--- src/rtl/tdt_dm_abscmd_ctrl_if.sv ---
// tdt_dm_abscmd_ctrl_if: DM-register-file and DTU signals of the abstract-command sequencer.
// Optional TDT_DM_ABSCMD_AUTOEXEC_EN adds autoexec_data0/data0_acc.
interface tdt_dm_abscmd_ctrl_if #(
    parameter int XLEN = 32
);
    logic            cmd_vld;
    logic [31:0]     cmd_word;
    logic [XLEN-1:0] data0_in;
    logic [2:0]      cmderr_clr;
    logic            data0_upd_vld;
    logic [XLEN-1:0] data0_upd_data;
    logic            busy;
    logic [2:0]      cmderr;
    logic            dtu_tdt_dm_halted;
    logic [31:0]     tdt_dm_dtu_itr;
    logic            tdt_dm_dtu_itr_vld;
    logic            dtu_tdt_dm_itr_done;
    logic            dtu_tdt_dm_retire_debug_expt_vld;
    logic            tdt_dm_dtu_wr_vld;
    logic [1:0]      tdt_dm_dtu_wr_flg;
    logic [XLEN-1:0] tdt_dm_dtu_wdata;
    logic            dtu_tdt_dm_wr_ready;
    logic [XLEN-1:0] dtu_tdt_dm_rx_data;
`ifdef TDT_DM_ABSCMD_AUTOEXEC_EN
    logic            autoexec_data0;
    logic            data0_acc;
`endif

    // Sequencer side
    modport master (
        input  cmd_vld, cmd_word, data0_in, cmderr_clr, dtu_tdt_dm_halted,
               dtu_tdt_dm_itr_done, dtu_tdt_dm_retire_debug_expt_vld,
               dtu_tdt_dm_wr_ready, dtu_tdt_dm_rx_data,
`ifdef TDT_DM_ABSCMD_AUTOEXEC_EN
        input  autoexec_data0, data0_acc,
`endif
        output data0_upd_vld, data0_upd_data, busy, cmderr, tdt_dm_dtu_itr,
               tdt_dm_dtu_itr_vld, tdt_dm_dtu_wr_vld, tdt_dm_dtu_wr_flg, tdt_dm_dtu_wdata
    );

    // Register file / DTU side
    modport slave (
        output cmd_vld, cmd_word, data0_in, cmderr_clr, dtu_tdt_dm_halted,
               dtu_tdt_dm_itr_done, dtu_tdt_dm_retire_debug_expt_vld,
               dtu_tdt_dm_wr_ready, dtu_tdt_dm_rx_data,
`ifdef TDT_DM_ABSCMD_AUTOEXEC_EN
        output autoexec_data0, data0_acc,
`endif
        input  data0_upd_vld, data0_upd_data, busy, cmderr, tdt_dm_dtu_itr,
               tdt_dm_dtu_itr_vld, tdt_dm_dtu_wr_vld, tdt_dm_dtu_wr_flg, tdt_dm_dtu_wdata
    );
endinterface

--- src/rtl/tdt_dm_abscmd_ctrl.sv ---
// tdt_dm_abscmd_ctrl: Access Register abstract command to DTU scratch/instruction sequence.
// Optional TDT_DM_ABSCMD_AUTOEXEC_EN relaunches the last command on a data0 access.
module tdt_dm_abscmd_ctrl #(
    parameter int XLEN    = 32,
    parameter int ITR_TMO = 255
) (
    input logic                   sys_apb_clk,
    input logic                   sys_apb_rst,
    tdt_dm_abscmd_ctrl_if.master  abscmd_if
);
    typedef enum logic [2:0] {IDLE, CHK, WSCR, ITR, RSCR, DONE} state_e;

    state_e          state_q, state_d;
    logic [31:0]     cmd_q, cmd_d;
    logic [XLEN-1:0] data_q, data_d;
    logic [2:0]      cmderr_q, cmderr_d;
    logic [7:0]      tmo_q, tmo_d;
    logic            upd_vld_q, upd_vld_d;
    logic [XLEN-1:0] upd_data_q, upd_data_d;
    logic            launch, collide, err_vld, tmo_hit, bad_cmd;
    logic [2:0]      err_code;
    logic            unused_cmd_bits;

`ifdef TDT_DM_ABSCMD_AUTOEXEC_EN
    assign launch  = abscmd_if.cmd_vld | (abscmd_if.data0_acc & abscmd_if.autoexec_data0);
    assign collide = abscmd_if.cmd_vld | abscmd_if.data0_acc;
`else
    assign launch  = abscmd_if.cmd_vld;
    assign collide = abscmd_if.cmd_vld;
`endif

    assign unused_cmd_bits = ^{cmd_q[23], cmd_q[19:18]};
    assign tmo_hit = tmo_q == 8'(ITR_TMO);
    // Only Access Register, 32-bit, GPR x0..x31 (regno 0x1000-0x101F) is supported
    assign bad_cmd = (cmd_q[31:24] != 8'd0) |
                     (cmd_q[17] & ((cmd_q[22:20] != 3'd2) | (cmd_q[15:5] != 11'h080)));

    // Next-state, timeout counter, data0 update and cmderr resolution
    always_comb begin
        state_d    = state_q;
        cmd_d      = cmd_q;
        data_d     = data_q;
        tmo_d      = tmo_q + 8'd1;
        upd_vld_d  = 1'b0;
        upd_data_d = upd_data_q;
        err_vld    = 1'b0;
        err_code   = 3'd0;
        case (state_q)
            IDLE: begin
                if (launch) begin
                    state_d = CHK;
                    data_d  = abscmd_if.data0_in;
                    if (abscmd_if.cmd_vld) cmd_d = abscmd_if.cmd_word;
                end
            end
            CHK: begin
                tmo_d = 8'd0;
                if (cmderr_q != 3'd0) begin
                    state_d = DONE;
                end else if (!abscmd_if.dtu_tdt_dm_halted) begin
                    err_vld  = 1'b1;
                    err_code = 3'd4;
                    state_d  = DONE;
                end else if (bad_cmd) begin
                    err_vld  = 1'b1;
                    err_code = 3'd2;
                    state_d  = DONE;
                end else begin
                    state_d = !cmd_q[17] ? DONE : cmd_q[16] ? WSCR : ITR;
                end
            end
            WSCR: begin
                if (abscmd_if.dtu_tdt_dm_wr_ready) begin
                    state_d = ITR;
                    tmo_d   = 8'd0;
                end else if (tmo_hit) begin
                    err_vld  = 1'b1;
                    err_code = 3'd7;
                    state_d  = DONE;
                end
            end
            ITR: begin
                if (abscmd_if.dtu_tdt_dm_retire_debug_expt_vld) begin
                    err_vld  = 1'b1;
                    err_code = 3'd3;
                    state_d  = DONE;
                end else if (abscmd_if.dtu_tdt_dm_itr_done) begin
                    state_d = cmd_q[16] ? DONE : RSCR;
                    tmo_d   = 8'd0;
                end else if (tmo_hit) begin
                    err_vld  = 1'b1;
                    err_code = 3'd7;
                    state_d  = DONE;
                end
            end
            RSCR: begin
                if (abscmd_if.dtu_tdt_dm_wr_ready) begin
                    upd_vld_d  = 1'b1;
                    upd_data_d = abscmd_if.dtu_tdt_dm_rx_data;
                    state_d    = DONE;
                end else if (tmo_hit) begin
                    err_vld  = 1'b1;
                    err_code = 3'd7;
                    state_d  = DONE;
                end
            end
            DONE:    state_d = IDLE;
            default: state_d = IDLE;
        endcase
        if (state_q != IDLE && collide && !err_vld) begin
            err_vld  = 1'b1;
            err_code = 3'd1;
        end
        cmderr_d = cmderr_q & ~abscmd_if.cmderr_clr;
        if (err_vld && cmderr_d == 3'd0) cmderr_d = err_code;
    end

    // State and datapath registers with synchronous reset
    always_ff @(posedge sys_apb_clk) begin
        if (sys_apb_rst) begin
            state_q    <= IDLE;
            cmd_q      <= '0;
            data_q     <= '0;
            cmderr_q   <= '0;
            tmo_q      <= '0;
            upd_vld_q  <= 1'b0;
            upd_data_q <= '0;
        end else begin
            state_q    <= state_d;
            cmd_q      <= cmd_d;
            data_q     <= data_d;
            cmderr_q   <= cmderr_d;
            tmo_q      <= tmo_d;
            upd_vld_q  <= upd_vld_d;
            upd_data_q <= upd_data_d;
        end
    end

    // Outputs decode from state so valids drop the cycle a sequence leaves its state
    assign abscmd_if.busy               = state_q != IDLE;
    assign abscmd_if.cmderr             = cmderr_q;
    assign abscmd_if.data0_upd_vld      = upd_vld_q;
    assign abscmd_if.data0_upd_data     = upd_data_q;
    assign abscmd_if.tdt_dm_dtu_wr_vld  = (state_q == WSCR) | (state_q == RSCR);
    assign abscmd_if.tdt_dm_dtu_wr_flg  = state_q == WSCR ? 2'b01 : state_q == RSCR ? 2'b10 : 2'b00;
    assign abscmd_if.tdt_dm_dtu_wdata   = state_q == WSCR ? data_q : '0;
    assign abscmd_if.tdt_dm_dtu_itr_vld = state_q == ITR;
    // Write moves dscratch (0x7b2) into xr; read moves xr into dscratch
    assign abscmd_if.tdt_dm_dtu_itr     = state_q != ITR ? 32'd0 :
                                          cmd_q[16] ? {12'h7b2, 5'd0, 3'b010, cmd_q[4:0], 7'h73} :
                                                      {12'h7b2, cmd_q[4:0], 3'b001, 5'd0, 7'h73};
endmodule

--- src/flat_wrapper.sv ---
// flat-port wrapper written by rule: the top's interface ports become plain ports
module tdt_dm_abscmd_ctrl_flat 
#(
    parameter int XLEN    = 32,
    parameter int ITR_TMO = 255
)
  (sys_apb_clk, sys_apb_rst, abscmd_if_cmd_vld, abscmd_if_cmd_word, abscmd_if_data0_in, abscmd_if_cmderr_clr, abscmd_if_dtu_tdt_dm_halted, abscmd_if_dtu_tdt_dm_itr_done, abscmd_if_dtu_tdt_dm_retire_debug_expt_vld, abscmd_if_dtu_tdt_dm_wr_ready, abscmd_if_dtu_tdt_dm_rx_data, abscmd_if_data0_upd_vld, abscmd_if_data0_upd_data, abscmd_if_busy, abscmd_if_cmderr, abscmd_if_tdt_dm_dtu_itr, abscmd_if_tdt_dm_dtu_itr_vld, abscmd_if_tdt_dm_dtu_wr_vld, abscmd_if_tdt_dm_dtu_wr_flg, abscmd_if_tdt_dm_dtu_wdata);
  tdt_dm_abscmd_ctrl_if #(.XLEN(XLEN)) abscmd_if_i ();
  input logic sys_apb_clk;
  input logic sys_apb_rst;
  input wire logic [$bits(abscmd_if_i.cmd_vld)-1:0] abscmd_if_cmd_vld;
  input wire logic [$bits(abscmd_if_i.cmd_word)-1:0] abscmd_if_cmd_word;
  input wire logic [$bits(abscmd_if_i.data0_in)-1:0] abscmd_if_data0_in;
  input wire logic [$bits(abscmd_if_i.cmderr_clr)-1:0] abscmd_if_cmderr_clr;
  input wire logic [$bits(abscmd_if_i.dtu_tdt_dm_halted)-1:0] abscmd_if_dtu_tdt_dm_halted;
  input wire logic [$bits(abscmd_if_i.dtu_tdt_dm_itr_done)-1:0] abscmd_if_dtu_tdt_dm_itr_done;
  input wire logic [$bits(abscmd_if_i.dtu_tdt_dm_retire_debug_expt_vld)-1:0] abscmd_if_dtu_tdt_dm_retire_debug_expt_vld;
  input wire logic [$bits(abscmd_if_i.dtu_tdt_dm_wr_ready)-1:0] abscmd_if_dtu_tdt_dm_wr_ready;
  input wire logic [$bits(abscmd_if_i.dtu_tdt_dm_rx_data)-1:0] abscmd_if_dtu_tdt_dm_rx_data;
  output wire logic [$bits(abscmd_if_i.data0_upd_vld)-1:0] abscmd_if_data0_upd_vld;
  output wire logic [$bits(abscmd_if_i.data0_upd_data)-1:0] abscmd_if_data0_upd_data;
  output wire logic [$bits(abscmd_if_i.busy)-1:0] abscmd_if_busy;
  output wire logic [$bits(abscmd_if_i.cmderr)-1:0] abscmd_if_cmderr;
  output wire logic [$bits(abscmd_if_i.tdt_dm_dtu_itr)-1:0] abscmd_if_tdt_dm_dtu_itr;
  output wire logic [$bits(abscmd_if_i.tdt_dm_dtu_itr_vld)-1:0] abscmd_if_tdt_dm_dtu_itr_vld;
  output wire logic [$bits(abscmd_if_i.tdt_dm_dtu_wr_vld)-1:0] abscmd_if_tdt_dm_dtu_wr_vld;
  output wire logic [$bits(abscmd_if_i.tdt_dm_dtu_wr_flg)-1:0] abscmd_if_tdt_dm_dtu_wr_flg;
  output wire logic [$bits(abscmd_if_i.tdt_dm_dtu_wdata)-1:0] abscmd_if_tdt_dm_dtu_wdata;
  assign abscmd_if_i.cmd_vld = abscmd_if_cmd_vld;
  assign abscmd_if_i.cmd_word = abscmd_if_cmd_word;
  assign abscmd_if_i.data0_in = abscmd_if_data0_in;
  assign abscmd_if_i.cmderr_clr = abscmd_if_cmderr_clr;
  assign abscmd_if_i.dtu_tdt_dm_halted = abscmd_if_dtu_tdt_dm_halted;
  assign abscmd_if_i.dtu_tdt_dm_itr_done = abscmd_if_dtu_tdt_dm_itr_done;
  assign abscmd_if_i.dtu_tdt_dm_retire_debug_expt_vld = abscmd_if_dtu_tdt_dm_retire_debug_expt_vld;
  assign abscmd_if_i.dtu_tdt_dm_wr_ready = abscmd_if_dtu_tdt_dm_wr_ready;
  assign abscmd_if_i.dtu_tdt_dm_rx_data = abscmd_if_dtu_tdt_dm_rx_data;
  assign abscmd_if_data0_upd_vld = abscmd_if_i.data0_upd_vld;
  assign abscmd_if_data0_upd_data = abscmd_if_i.data0_upd_data;
  assign abscmd_if_busy = abscmd_if_i.busy;
  assign abscmd_if_cmderr = abscmd_if_i.cmderr;
  assign abscmd_if_tdt_dm_dtu_itr = abscmd_if_i.tdt_dm_dtu_itr;
  assign abscmd_if_tdt_dm_dtu_itr_vld = abscmd_if_i.tdt_dm_dtu_itr_vld;
  assign abscmd_if_tdt_dm_dtu_wr_vld = abscmd_if_i.tdt_dm_dtu_wr_vld;
  assign abscmd_if_tdt_dm_dtu_wr_flg = abscmd_if_i.tdt_dm_dtu_wr_flg;
  assign abscmd_if_tdt_dm_dtu_wdata = abscmd_if_i.tdt_dm_dtu_wdata;
  tdt_dm_abscmd_ctrl #(.XLEN(XLEN), .ITR_TMO(ITR_TMO)) u_core (.sys_apb_clk(sys_apb_clk), .sys_apb_rst(sys_apb_rst), .abscmd_if(abscmd_if_i));
endmodule
--- config.mk ---
export PLATFORM = sky130hd
export DESIGN_NAME = tdt_dm_abscmd_ctrl_flat
export DESIGN_NICKNAME = d
export VERILOG_FILES = /design/src/rtl/tdt_dm_abscmd_ctrl_if.sv /design/src/rtl/tdt_dm_abscmd_ctrl.sv /design/src/flat_wrapper.sv
export SDC_FILE = /design/constraint.sdc
export NUM_CORES = 1
export LEC_CHECK = 0
export CAP_MARGIN = 20
export CORE_MARGIN = 3
export CORE_UTILIZATION = 38
export DETAILED_ROUTE_END_ITERATION = 8
export HOLD_SLACK_MARGIN = 0.02
export MAX_ROUTING_LAYER = met4
export PLACE_DENSITY = 0.81
export SLEW_MARGIN = 20
export SYNTH_ARGS = -nofsm -noshare
export SYNTH_HDL_FRONTEND = slang
export SYNTH_SLANG_ARGS = --single-unit
--- constraint.sdc ---
create_clock -name sys_apb_clk -period 1.3 [get_ports sys_apb_clk]
set_input_delay 0.195 -clock sys_apb_clk [delete_from_list [all_inputs] [get_ports sys_apb_clk]]
set_output_delay 0.195 -clock sys_apb_clk [all_outputs]
set_load 0.02 [all_outputs]
# Yosys cells after proc, flatten, opt, wreduce, memory -nomap -nowiden
# Cells that the tools add are included.
totals:
  ff_bits: 111
  latchBits: 0
  ram_bits: 0
  romBits: 0
  input_bits: 106
  out_inout_bits: 105
  word_cells: 79
  n_memories: 0
classes:
  addsub: 1
  mul: 0
  div_mod_pow: 0
  magnitude_cmp: 0
  n_eq_ne: 9
  shifts: 0
  n_mux: 42
  bitwise: 7
  reduce_logical: 13
ops:
  columns: ["operator", "n"]
  rows:
  - ["$mux 32", 2]
  - ["$mux 3", 18]
  - ["$mux 8", 3]
  - ["$pmux 8 s3", 1]
  - ["$mux 20", 1]
  - ["$pmux 3 s5", 1]
  - ["$mux 1", 11]
  - ["$ne 11x8->1 const B", 1]
  - ["$pmux 3 s3", 1]
  - ["$add 8x1->8 const B", 1]
  - ["$eq 8x8->1 const B", 1]
  - ["$reduce_bool 8->1", 1]
  - ["$eq 3x2->1 const B", 2]
  - ["$logic_not 3->1", 2]
  - ["$mux 2", 3]
  - ["$ne 3x2->1 const B", 2]
  - ["$reduce_bool 3->1", 2]
  - ["$reduce_and 2->1", 2]
  - ["$reduce_or 2->1", 2]
  - ["$and 3x3->3", 1]
  - ["$eq 3x1->1 const B", 1]
  - ["$eq 3x3->1 const B", 1]
  - ["$logic_and 1x1->1", 3]
  - ["$not 3->3", 1]
  - ["6 further kinds", 8]

# Longest topological paths before layout
# Gate-level depths: netlist (run 1).
logic_depth:
  word_depth: 13
  depth_mapped: 8
  mapped_depth_nobuf: 7

# Least setup slack after synthesis (run 1)
# Ideal clock, no wire load.
synth_timing:
  path_kind: "register to output"
  start: "register u_core.state_q[1]"
  end: "output port abscmd_if_tdt_dm_dtu_itr[15]"
  arrival_time_ns: 1.578
  required_time_ns: 1.105
  setup_slack_ns: -0.473
  path_stages_with_launch: 6
  path_cell_list: "dfxtp_1 buf_2 and3b_1 buf_2 nor2b_4 and2_1"
synth_between:
  elab_chain_len: 2
synth_rtl:
  columns: ["element", "line_no", "text"]
  rows:
  - ["start, declared", "tdt_dm_abscmd_ctrl.sv:13", "state_e state_q, state_d;"]
  - ["start signal, assigned", "tdt_dm_abscmd_ctrl.sv:129", "state_q <= state_d;"]
  - ["$ne 3x2->1", "tdt_dm_abscmd_ctrl.sv:149", "assign abscmd_if.tdt_dm_dtu_itr = state_q != ITR ? 32'd0 :"]
  - ["$mux 32", "tdt_dm_abscmd_ctrl.sv:149", null]
  - ["end, declared", "flat_wrapper.sv:24", "output wire logic [$bits(abscmd_if_i.tdt_dm_dtu_itr)-1:0] abscmd_if_tdt_dm_dtu_itr;"]
# Every way passes these cells.

# Worst setup path in the final report (run 1)
layout_timing:
  start: "register u_core.state_q[2]"
  end: "output port abscmd_if_tdt_dm_dtu_wdata[22]"
layout_between:
  elab_chain_len: 2
layout_rtl:
  columns: ["element", "line_no", "text"]
  rows:
  - ["$eq 3x2->1", "tdt_dm_abscmd_ctrl.sv:146", "assign abscmd_if.tdt_dm_dtu_wdata = state_q == WSCR ? data_q : '0;"]
  - ["$mux 32", "tdt_dm_abscmd_ctrl.sv:146", null]
  - ["end, declared", "flat_wrapper.sv:28", "output wire logic [$bits(abscmd_if_i.tdt_dm_dtu_wdata)-1:0] abscmd_if_tdt_dm_dtu_wdata;"]
# Every way passes these cells.

==> key figures, run 1 <==
Die
  • DIE AREA: between 10000 and 15000 um2
  • Row count: 39
  • DIE WIDTH: 116 um
  • Core area: between 10000 and 15000 um2
  • Die height: around 120 um
  • I/O pins: between 200 and 250
  • Initial core utilization: 0.397

GRT
  • First-pass GRT wire length: between 20000 and 25000 um
  • Initial antenna violation count: 0
  • Largest net degree at the start of global routing: a little under 50
  • Vias in the first global route: around 4500
  • Gr usage total: 0.217
  • Grt ovf: 0

Run status
  • Status: finished with violations
  • Failing checks: negative setup slack

Drt
  • Wire per inst: between 15 and 20 um
  • Final wirelength: roughly 15000 um
  • DRC viols: 0
  • Iter 0 DRT Violations: approximately 280
  • Detail Route Antenna Nets: 0
  • Vias post-DR: 4766
  • Via-to-Cell Ratio: 5.00
  • Detailed Routing Iterations Pass 1: 7

Timing
  • RSZ-0062 raised after global routing: yes
  • Worst Setup Slack, final: -357 ps
  • Hold Fails Final Rpt: 0
  • Final Cycle Share: 1.27
  • Final slew viol count: 0
  • Skew final: 8.08 ps
  • F_max: 604 MHz
  • Tmin final: 1660 ps
  • Setup Viol. Count Final: 160

Placement
  • Detailed placement HPWL: 10200 um
  • Quantity of I/O buffers inserted on ports: 199
  • Dpl cells: around 920
  • GP Congestion: approximately 0.82

Synth
  • Synth async-reset ratio: 0
  • Ys Warns: 0
  • Distinct cells, synth: a little under 50
  • Sequential element share of the synthesized area: 0.467
  • Post-Synthesis Cells: around 590
  • Mapped Area: around 4600 um2
  • Most used DFF post-synth: dfxtp_1
  • Number of enable flip-flop cells after synthesis: 0
  • Avg Inst Size Synth: 7.82 um2
  • Seq cells post-synth: 108

Clock network
  • CTS Buf Count: 9
  • CTS tree: yes
  • H-tree level count: 3
  • Clock latency at the later pin of the worst-skew pair: between 300 and 400 ps
  • Clk sinks: about 110
  • Cts hold-fix bufs: 0
  • Worst-path clk slew: around 70 ps
  • Maximum clock path buffer count: 2
  • Clock Tree Root: clkbuf_16

Final layout
  • Commonest non-fill, non-tap cell in the layout: nand2_1
  • Post-route insts no fill: 954
  • Nets: 913
  • Final core occ: 0.672
  • Area grow syn2layout: 69.2%
  • Antenna Cells: 0
  • Most frequent cells in the layout: nand2_1 (195), dfxtp_1 (104), clkdlybuf4s50_1 (100), a21oi_1 (70), buf_6 (59)
  • Ratio of cells with drive above 1 in the final layout: 0.276

Pwr
  • P per Cell Area: 1070 nW/um2
  • Maximum vdd drop: roughly 970 uV
  • Leakage dissipation: 3.23 nW

Critical path
  • Worst path slowest cell: dfxtp_2
  • Critical path class: reg2out
  • Critical Path Sink Type: output pin
  • Worst endpoint required time: ~1100 ps
  • CP Launch Type: flop
  • CP max FO: 8
  • Critical path arrival: between 1000 and 1500 ps
  • Largest stage delay, worst path: between 300 and 400 ps
  • CP Cell Sequence: nor3b_4, buf_6, buf_16, and2_4, buf_6
  • Worst path most repeated cell: buf_6

Hold path
  • Worst hold path type: in2reg

Flow run
  • Max Cap Violations: 0
-- metrics by stage --
step | instance area (um2) | setup WS, ps | total power, mW | TNS [ps] | hold slack [ps]
6_report | 7830 | -357 | 8.35 | -39260 | 135
5_1_grt | 7830 | -404 | 8.67 | -49520 | 143
4_1_cts | 7550 | -349 | 8.21 | -42190 | 127
3_5_place_dp | 6880 | -443 | 5.15 | -50290 | 445
3_3_place_gp | 6880 | -413 | 5.10 | -43910 | 438
2_1_floorplan | 4710 | -251 | 4.48 | -2590 | 331
-- registers in the layout, indices dropped and copies added, names as in the netlist --
register,count
u_core.abscmd_if.cmderr,3
u_core.abscmd_if.data0_upd_data,32
u_core.abscmd_if.data0_upd_vld,1
u_core.cmd_q,29
u_core.data_q,32
u_core.state_q,3
u_core.tmo_q,8
-- area by class of cell --
type,instances,area [um2]
inverters,4,15.0
repair buffers,255,2790
well taps,143,179
fillers,924,3830
clock inverters,4,72.6
flip-flops and latches,108,2170
multi-input cells,428,2360
clock buffers,12,246
-- power by group --
group / leakage (nW) / switching [mW] / total, mW / internal [mW]
Clock: 0.153 / 1.19 / 2.93 / 1.74
Sequential: 0.882 / 0.141 / 3.66 / 3.52
Combinational: 2.19 / 0.835 / 1.75 / 0.917
Total: 3.23 / 2.17 / 8.35 / 6.18
-- worst max-delay path: cells and delay by family, from the launching register on --
| family | cells | cell delay, ps |
|---|---|---|
| and+or+nand+nor | 2 | 370 |
| DFF | 1 | 340 |
| buffers and inverters | 3 | 400 |
-- cell usage after synthesis (6+ instances only) --
cell | number | area share
nand2_1 | 197 | 0.16
buf_6 | 9 | 0.022
a21oi_1 | 100 | 0.11
buf_4 | 24 | 0.039
clkbuf_1 | 13 | 0.011
and2_1 | 41 | 0.055
buf_2 | 13 | 0.014
dfxtp_1 | 108 | 0.47
and3_1 | 6 | 0.0081
nor2_1 | 15 | 0.012
-- path summary, 6_finish.rpt --
path | cells past startpoint | slack (ps) | startpoint | end
hold reg to reg | 2 | 450 | u_core.abscmd_if.data0_upd_data[16] | u_core.abscmd_if.data0_upd_data[16]
setup / recovery | 5 | -360 | u_core.state_q[2] | abscmd_if_tdt_dm_dtu_wdata[22]
setup reg to reg | 9 | -340 | u_core.state_q[1] | u_core.data_q[10]
hold / removal | 2 | 130 | sys_apb_rst | u_core.abscmd_if.cmderr[1]
-- repair_timing --
item                       4_1_cts  5_1_grt
resized for setup              432       52
setup endpoints to repair      203      169
gates cloned                     6        5
buffers inserted                 5        3
pin swaps                       12       25
-- metal layers --
metal  vias to the layer above  global-route usage  routed length, um
li1                       2333                   -                  -
met1                      2246               0.241               6040
met2                       152               0.384               8170
met3                        35              0.0321                757
met4                         0              0.0928                514
met5                         -                   -                  0
-- kinds of logic (layout without fill, tap and decap cells) --
group           after synthesis  after routing  synth area share
other cells                   1              8          0.000810
compound gates              120            120             0.141
simple gates                293            293             0.289
fa+ha+maj                     1              1           0.00270
xor+xnor                      6              6            0.0114
flops                       108            108             0.467
buf+inv                      63            275            0.0887
No activity file was read; power rests on OpenSTA's default activity.
==> run 2: changes to the inputs <==
--- a/config.mk
+++ b/config.mk
@@ -7,11 +7,12 @@
 export LEC_CHECK = 0
 export CAP_MARGIN = 20
 export CORE_MARGIN = 3
-export CORE_UTILIZATION = 38
+export CORE_UTILIZATION = 45
+export CTS_BUF_LIST = sky130_fd_sc_hd__clkbuf_16
 export DETAILED_ROUTE_END_ITERATION = 8
 export HOLD_SLACK_MARGIN = 0.02
 export MAX_ROUTING_LAYER = met4
-export PLACE_DENSITY = 0.81
+export PLACE_DENSITY = 0.9
 export SLEW_MARGIN = 20
 export SYNTH_ARGS = -nofsm -noshare
 export SYNTH_HDL_FRONTEND = slang
==> constraint.sdc (replaced) <==
create_clock -name sys_apb_clk -period 1.91 [get_ports sys_apb_clk]
set_input_delay 0.2865 -clock sys_apb_clk [delete_from_list [all_inputs] [get_ports sys_apb_clk]]
set_output_delay 0.2865 -clock sys_apb_clk [all_outputs]
set_load 0.02 [all_outputs]
==> run 2 against run 1 <==
The run now ends clean; total power is 38% lower; utilization is 0.62 points higher; sequential power down 32%; cell count down 5.1%; critical path depth decreased by 1; register-to-register slack better by 680 ps; clock-buffer cell count is 3 lower; largest power group unchanged.
==> key figures, run 2 (synthesized netlist as in run 1, its figures left out) <==
Run status
  • Status: completed

Pwr
  • Tot Pwr: 5.19 mW (-38%)
  • Clock power frac: 0.349 (-0.002)
  • Leakage dissipation: 2.67 nW (-17%)
  • Sw Ratio: 0.259 (about the same)
  • Logic pwr share: 0.173 (-0.037)
  • Sequential Power Share: 0.478 (+0.039)
  • Pint: 3.84 mW (-38%)
  • P_sw: 1.35 mW (-38%)
  • P per Cell Area: 776 nW/um2 (-27%)
  • Maximum vdd drop: 551 uV (-43%)

Critical path
  • R2R Path End: u_core.abscmd_if.cmderr[1]
  • R2R depth: 5 (-4)
  • Reg2Reg Setup Slack: 340 ps (+680 ps)
  • Worst setup endpoint: abscmd_if_tdt_dm_dtu_itr[9]
  • CP Launch Type: flop
  • Worst path slowest cell: dfxtp_2
  • Critical path class: reg2out
  • Reg-to-reg startpoint: u_core.cmd_q[10]
  • Critical Path Sink Type: output pin
  • CP max FO: 19 (+11)
  • CP Cell Sequence: and3b_2, buf_8, and3_1, clkdlybuf4s15_2
  • Largest stage delay, worst path: 370 ps (+30 ps)
  • Worst endpoint required time: 1620 ps (+510 ps)
  • Worst setup path start: u_core.state_q[2]
  • Critical path arrival: 1540 ps (+80 ps)

Timing
  • Setup Viol. Count Final: 0 (-100%)
  • Tmin final: roughly 1800 ps
  • Skew final: 8.23 ps (+0.147 ps)
  • RSZ-0062 raised after global routing: no
  • Worst Setup Slack, final: 84.0 ps (+441 ps)
  • Final Cycle Share: 0.956
  • Hold Fails Final Rpt: 0 (unchanged)
  • Final setup TNS: 0 ps (+39260 ps)
  • F_max: ~550 MHz
  • Final slew viol count: 0 (unchanged)

GRT
  • Vias in the first global route: 4240 (-6.2%)
  • Initial antenna violation count: 0 (unchanged)
  • First-pass GRT wire length: 20300 um (-9.1%)
  • Gr usage total: 0.223 (+0.00675)
  • Grt ovf: 0 (unchanged)
  • Largest net degree at the start of global routing: 62 (+27%)

Final layout
  • Area grow syn2layout: 44.5%
  • Most frequent cells in the layout: nand2_1 (196), clkdlybuf4s50_1 (137), dfxtp_1 (106), a21oi_1 (100), clkbuf_2 (43)
  • Antenna Cells: 0 (unchanged)
  • Final core occ: 0.678 (+0.00623)
  • Nets: 874 (-4.3%)
  • Fillers: 788 (-15%)
  • Commonest non-fill, non-tap cell in the layout: nand2_1
  • Fin area: 6690 um2 (-15%)
  • Ratio of cells with drive above 1 in the final layout: 0.119 (-0.157)

Clock network
  • H-tree level count: 3 (unchanged)
  • Cts hold-fix bufs: 0 (unchanged)
  • Clk sinks: 108 (unchanged)
  • Clock Tree Root: clkbuf_16
  • Worst-path clk slew: 70 ps (about the same)
  • CTS tree: yes
  • Clock latency at the later pin of the worst-skew pair: 340 ps (about the same)
  • CTS Buf Count: 9 (unchanged)
  • Maximum clock path buffer count: 2 (unchanged)

Die
  • DIE AREA: 11500 um2 (-15%)
  • Row count: 36 (-7.7%)
  • Core area: 9860 um2 (-15%)
  • Initial core utilization: 0.469 (+0.0723)
  • DIE WIDTH: 107 um (-7.7%)
  • Die height: 107 um (-7.7%)
  • I/O pins: 211 (unchanged)

Drt
  • Highest metal used: met4
  • Wire per inst: 14.4 um (-11%)
  • Routed wl met3: 658 um (-13%)
  • Via-to-Cell Ratio: 4.98 (-0.38%)
  • DRC viols: 0 (unchanged)
  • Final wirelength: 13000 um (-16%)
  • M1 WL: 5080 um (-16%)
  • Vias post-DR: 4504 (-5.5%)
  • Met2 WL post-DR: 6920 um (-15%)
  • Detail Route Antenna Nets: 0 (unchanged)
  • Detailed Routing Iterations Pass 1: 5 (-2)
  • Iter 0 DRT Violations: 297 (+6.8%)

Placement
  • Detailed placement HPWL: 9640 um (-5.8%)
  • Area after DPL: 6600 um2 (-4.1%)
  • Worst slack at placement: -2.17 ps (+441 ps)
  • Quantity of I/O buffers inserted on ports: 199 (unchanged)
  • GP Congestion: 0.856 (+3.9%)

Flow run
  • Max Cap Violations: 0 (unchanged)

Hold path
  • Worst hold path type: in2reg
## run 2: through the flow
stage / instances / hold slack (ps)
final: 905 / 423
after global routing: 905 / 447
after CTS: 904 / 412
after detailed placement: 888 / 443
after global placement: 888 / 438
after floorplan: 599 / 422
## run 2: routing by layer
layer / up-vias / GRT usage
li1: 2245 / -
met1: 2077 / 0.255
met2: 158 / 0.396
met3: 24 / 0.0330
met4: 0 / 0.0848
met5: - / -
## run 2: critical path, delay by kind of cell (launching register included)
family        cells  cell delay, ps
simple gates      2             430
flops             1             370
buf+inv           2             400
## run 2: power by group through the flow
stage	Clock (mW)	Combinational [mW]	Sequential [mW]
2_1_floorplan	0	0.501	2.54
3_3_place_gp	0	0.869	2.52
3_5_place_dp	0	0.892	2.53
4_1_cts	1.86	0.893	2.48
5_1_grt	1.94	0.987	2.50
6_report	1.81	0.897	2.48
## run 2: timing repair
item / 4_1_cts / 5_1_grt
resized for setup: 88 / 68
setup buffers: 0 / 1
pin swaps: 0 / 1
setup endpoints to repair: 61 / 45
cloned: 0 / 0
## run 2: how the worst min path moves through the flow
stage                     depth (start not counted)                   start  slack, ps                                 end
after floorplan                                   2  abscmd_if_cmd_word[12]        420                    u_core.cmd_q[12]
after global placement                            2       u_core.data_q[14]        440                   u_core.data_q[14]
after detailed placement                          2       u_core.data_q[17]        440                   u_core.data_q[17]
after CTS                                         2             sys_apb_rst        410  u_core.abscmd_if.data0_upd_data[6]
after global routing                              2             sys_apb_rst        450  u_core.abscmd_if.data0_upd_data[4]
final                                             2             sys_apb_rst        420  u_core.abscmd_if.data0_upd_data[6]
## run 2: final cells by class
| class | instances | area [um2] | area share |
|---|---|---|---|
| clock inverter | 7 | 66.3 | 0.00992 |
| clock buffer | 9 | 225 | 0.0337 |
| multi-input combinational | 428 | 2100 | 0.314 |
| tap | 133 | 166 | 0.0249 |
| sequential | 108 | 2160 | 0.324 |
| timing repair buffer | 216 | 1950 | 0.292 |
| inverter | 4 | 15.0 | 0.00225 |
==> run 3: changes to the inputs <==
--- a/config.mk
+++ b/config.mk
@@ -7,12 +7,12 @@
 export LEC_CHECK = 0
 export CAP_MARGIN = 20
 export CORE_MARGIN = 3
-export CORE_UTILIZATION = 45
+export CORE_UTILIZATION = 40
 export CTS_BUF_LIST = sky130_fd_sc_hd__clkbuf_16
 export DETAILED_ROUTE_END_ITERATION = 8
 export HOLD_SLACK_MARGIN = 0.02
 export MAX_ROUTING_LAYER = met4
-export PLACE_DENSITY = 0.9
+export PLACE_DENSITY = 0.82
 export SLEW_MARGIN = 20
 export SYNTH_ARGS = -nofsm -noshare
 export SYNTH_HDL_FRONTEND = slang
==> run 3 against run 2 <==
Sequential power about the same; combinational power about the same; clock power up 22%; sequential share of layout area down 1.1 points; die area up 12%; hold slack worse by 43 ps; total power up 7.6%; cell count up 1.1%; critical path type unchanged.
==> key figures, run 3 (synthesized netlist as in run 1, its figures left out) <==
GRT
  • Largest net degree at the start of global routing: 65 (+4.8%)
  • Grt ovf: 0 (unchanged)
  • Vias in the first global route: 4235 (-0.12%)
  • First-pass GRT wire length: 20400 um (+0.48%)
  • Gr usage total: 0.200 (-0.0235)
  • Initial antenna violation count: 0 (unchanged)

Clock network
  • CTS tree: yes
  • Clock latency at the later pin of the worst-skew pair: 340 ps (about the same)
  • Cts hold-fix bufs: 0 (unchanged)
  • Worst-path clk slew: 70 ps (about the same)
  • Clock Tree Root: clkbuf_16
  • Maximum clock path buffer count: 2 (unchanged)
  • H-tree level count: 3 (unchanged)
  • Clk sinks: 108 (unchanged)
  • CTS Buf Count: 9 (unchanged)

Timing
  • Tmin final: 1870 ps (+40.5 ps)
  • Final slew viol count: 0 (unchanged)
  • Worst Setup Slack, final: 43.4 ps (-40.5 ps)
  • Hold Fails Final Rpt: 0 (unchanged)
  • F_max: 536 MHz (-2.2%)
  • Final Cycle Share: 0.977 (+0.0212)
  • Final setup TNS: 0 ps (unchanged)
  • Setup Viol. Count Final: 0 (unchanged)
  • Skew final: 10.6 ps (+2.33 ps)
  • RSZ-0062 raised after global routing: no
  • WHS: 380 ps (-42.9 ps)

Drt
  • Routed wl met3: 617 um (-6.2%)
  • Detail Route Antenna Nets: 0 (unchanged)
  • Via-to-Cell Ratio: 4.93 (-0.98%)
  • Detailed Routing Iterations Pass 1: 4 (-1)
  • Wire per inst: 14.5 um (+1.0%)
  • Vias post-DR: 4509 (+0.11%)
  • M1 WL: 5240 um (+3.1%)
  • Met2 WL post-DR: 7100 um (+2.6%)
  • Highest metal used: met4
  • DRC viols: 0 (unchanged)
  • Iter 0 DRT Violations: 276 (-7.1%)
  • Final wirelength: 13300 um (+2.1%)

Placement
  • Worst slack at placement: 30.1 ps (+32.3 ps)
  • Dpl cells: 895 (+0.79%)
  • Detailed placement HPWL: 9640 um (about the same)
  • Quantity of I/O buffers inserted on ports: 199 (unchanged)
  • GP Congestion: 0.881 (+2.9%)
  • Area after DPL: 6620 um2 (+0.27%)

Die
  • Row count: 38 (+5.6%)
  • Initial core utilization: 0.418 (-0.0514)
  • DIE AREA: 12900 um2 (+12%)
  • I/O pins: 211 (unchanged)
  • Die height: 114 um (+5.7%)
  • Core area: 11100 um2 (+12%)
  • DIE WIDTH: 114 um (+5.7%)

Pwr
  • Maximum vdd drop: 577 uV (+4.6%)
  • Leakage dissipation: 2.68 nW (+0.44%)
  • P per Cell Area: 806 nW/um2 (+3.9%)

Final layout
  • Area grow syn2layout: 49.7%
  • Commonest non-fill, non-tap cell in the layout: nand2_1
  • Antenna Cells: 0 (unchanged)
  • Most frequent cells in the layout: nand2_1 (196), clkdlybuf4s50_1 (137), dfxtp_1 (105), a21oi_1 (100), and2_1 (40)
  • Ratio of cells with drive above 1 in the final layout: 0.134 (+0.0150)
  • Fin area: 6930 um2 (+3.6%)
  • Fillers: 999 (+27%)
  • Post-route insts no fill: 915 (+1.1%)
  • Nets: 877 (+0.34%)

Run status
  • Status: completed

Hold path
  • Worst hold stages: 2 (unchanged)
  • Worst hold path type: in2reg

Critical path
  • Reg2Reg Setup Slack: 320 ps (-20 ps)
  • CP max FO: 14 (-5)
  • Critical Path Sink Type: output pin
  • CP Launch Type: flop
  • Critical path arrival: 1580 ps (+40 ps)
  • Worst endpoint required time: 1620 ps (about the same)
  • R2R depth: 5 (unchanged)
  • Critical path class: reg2out

Flow run
  • Max Cap Violations: 0 (unchanged)
==> run 3: worst paths after layout <==
| path | startpoint | end |
|---|---|---|
| setup / recovery | u_core.state_q[2] | abscmd_if_tdt_dm_dtu_wr_flg[0] |
| hold / removal | sys_apb_rst | u_core.abscmd_if.data0_upd_data[10] |
| setup reg to reg | u_core.tmo_q[0] | u_core.state_q[2] |
| hold reg to reg | u_core.data_q[2] | u_core.data_q[2] |
==> run 3: stage by stage <==
| step | util | power [mW] |
|---|---|---|
| floorplan | - | 3.04 |
| CTS | 0.631 | 5.63 |
| global route | 0.625 | 5.83 |
| finish | 0.625 | 5.59 |
| detailed placement | 0.597 | 3.43 |
| global placement | 0.597 | 3.39 |
==> run 3: metal layers <==
metal / up-vias / GRT usage
met5: - / -
met4: 0 / 0.0729
met3: 22 / 0.0286
met2: 127 / 0.359
met1: 2101 / 0.225
li1: 2259 / -
==> run 3: cell type report <==
| type | instances | area (um2) | share of cell area |
|---|---|---|---|
| Sequential cell | 108 | 2170 | 0.313 |
| Timing Repair Buffer | 219 | 2110 | 0.304 |
| Multi-Input combinational cell | 428 | 2100 | 0.303 |
| Clock buffer | 9 | 225 | 0.0325 |
| Tap cell | 140 | 175 | 0.0253 |
| Clock inverter | 7 | 140 | 0.0202 |
| Inverter | 4 | 15.0 | 0.00217 |
==> run 3: critical path, stage by stage (launching register included) <==
cell,delay (ps)
dfxtp_2,340
nor3b_4,290
buf_12,180
buf_12,100
dlygate4sd2_1,320
==> run 3: power breakdown <==
| group | internal, mW | switching, mW | total (mW) | leakage, nW |
|---|---|---|---|---|
| clock network | 1.41 | 0.797 | 2.21 | 0.177 |
| registers | 2.40 | 0.0836 | 2.48 | 0.882 |
| logic | 0.435 | 0.463 | 0.899 | 1.62 |
==> run 3: timing repair <==
action	in CTS	in global routing
gates resized for setup	127	45
setup buffers	0	3
gates cloned	0	1
setup endpoints to repair	61	54
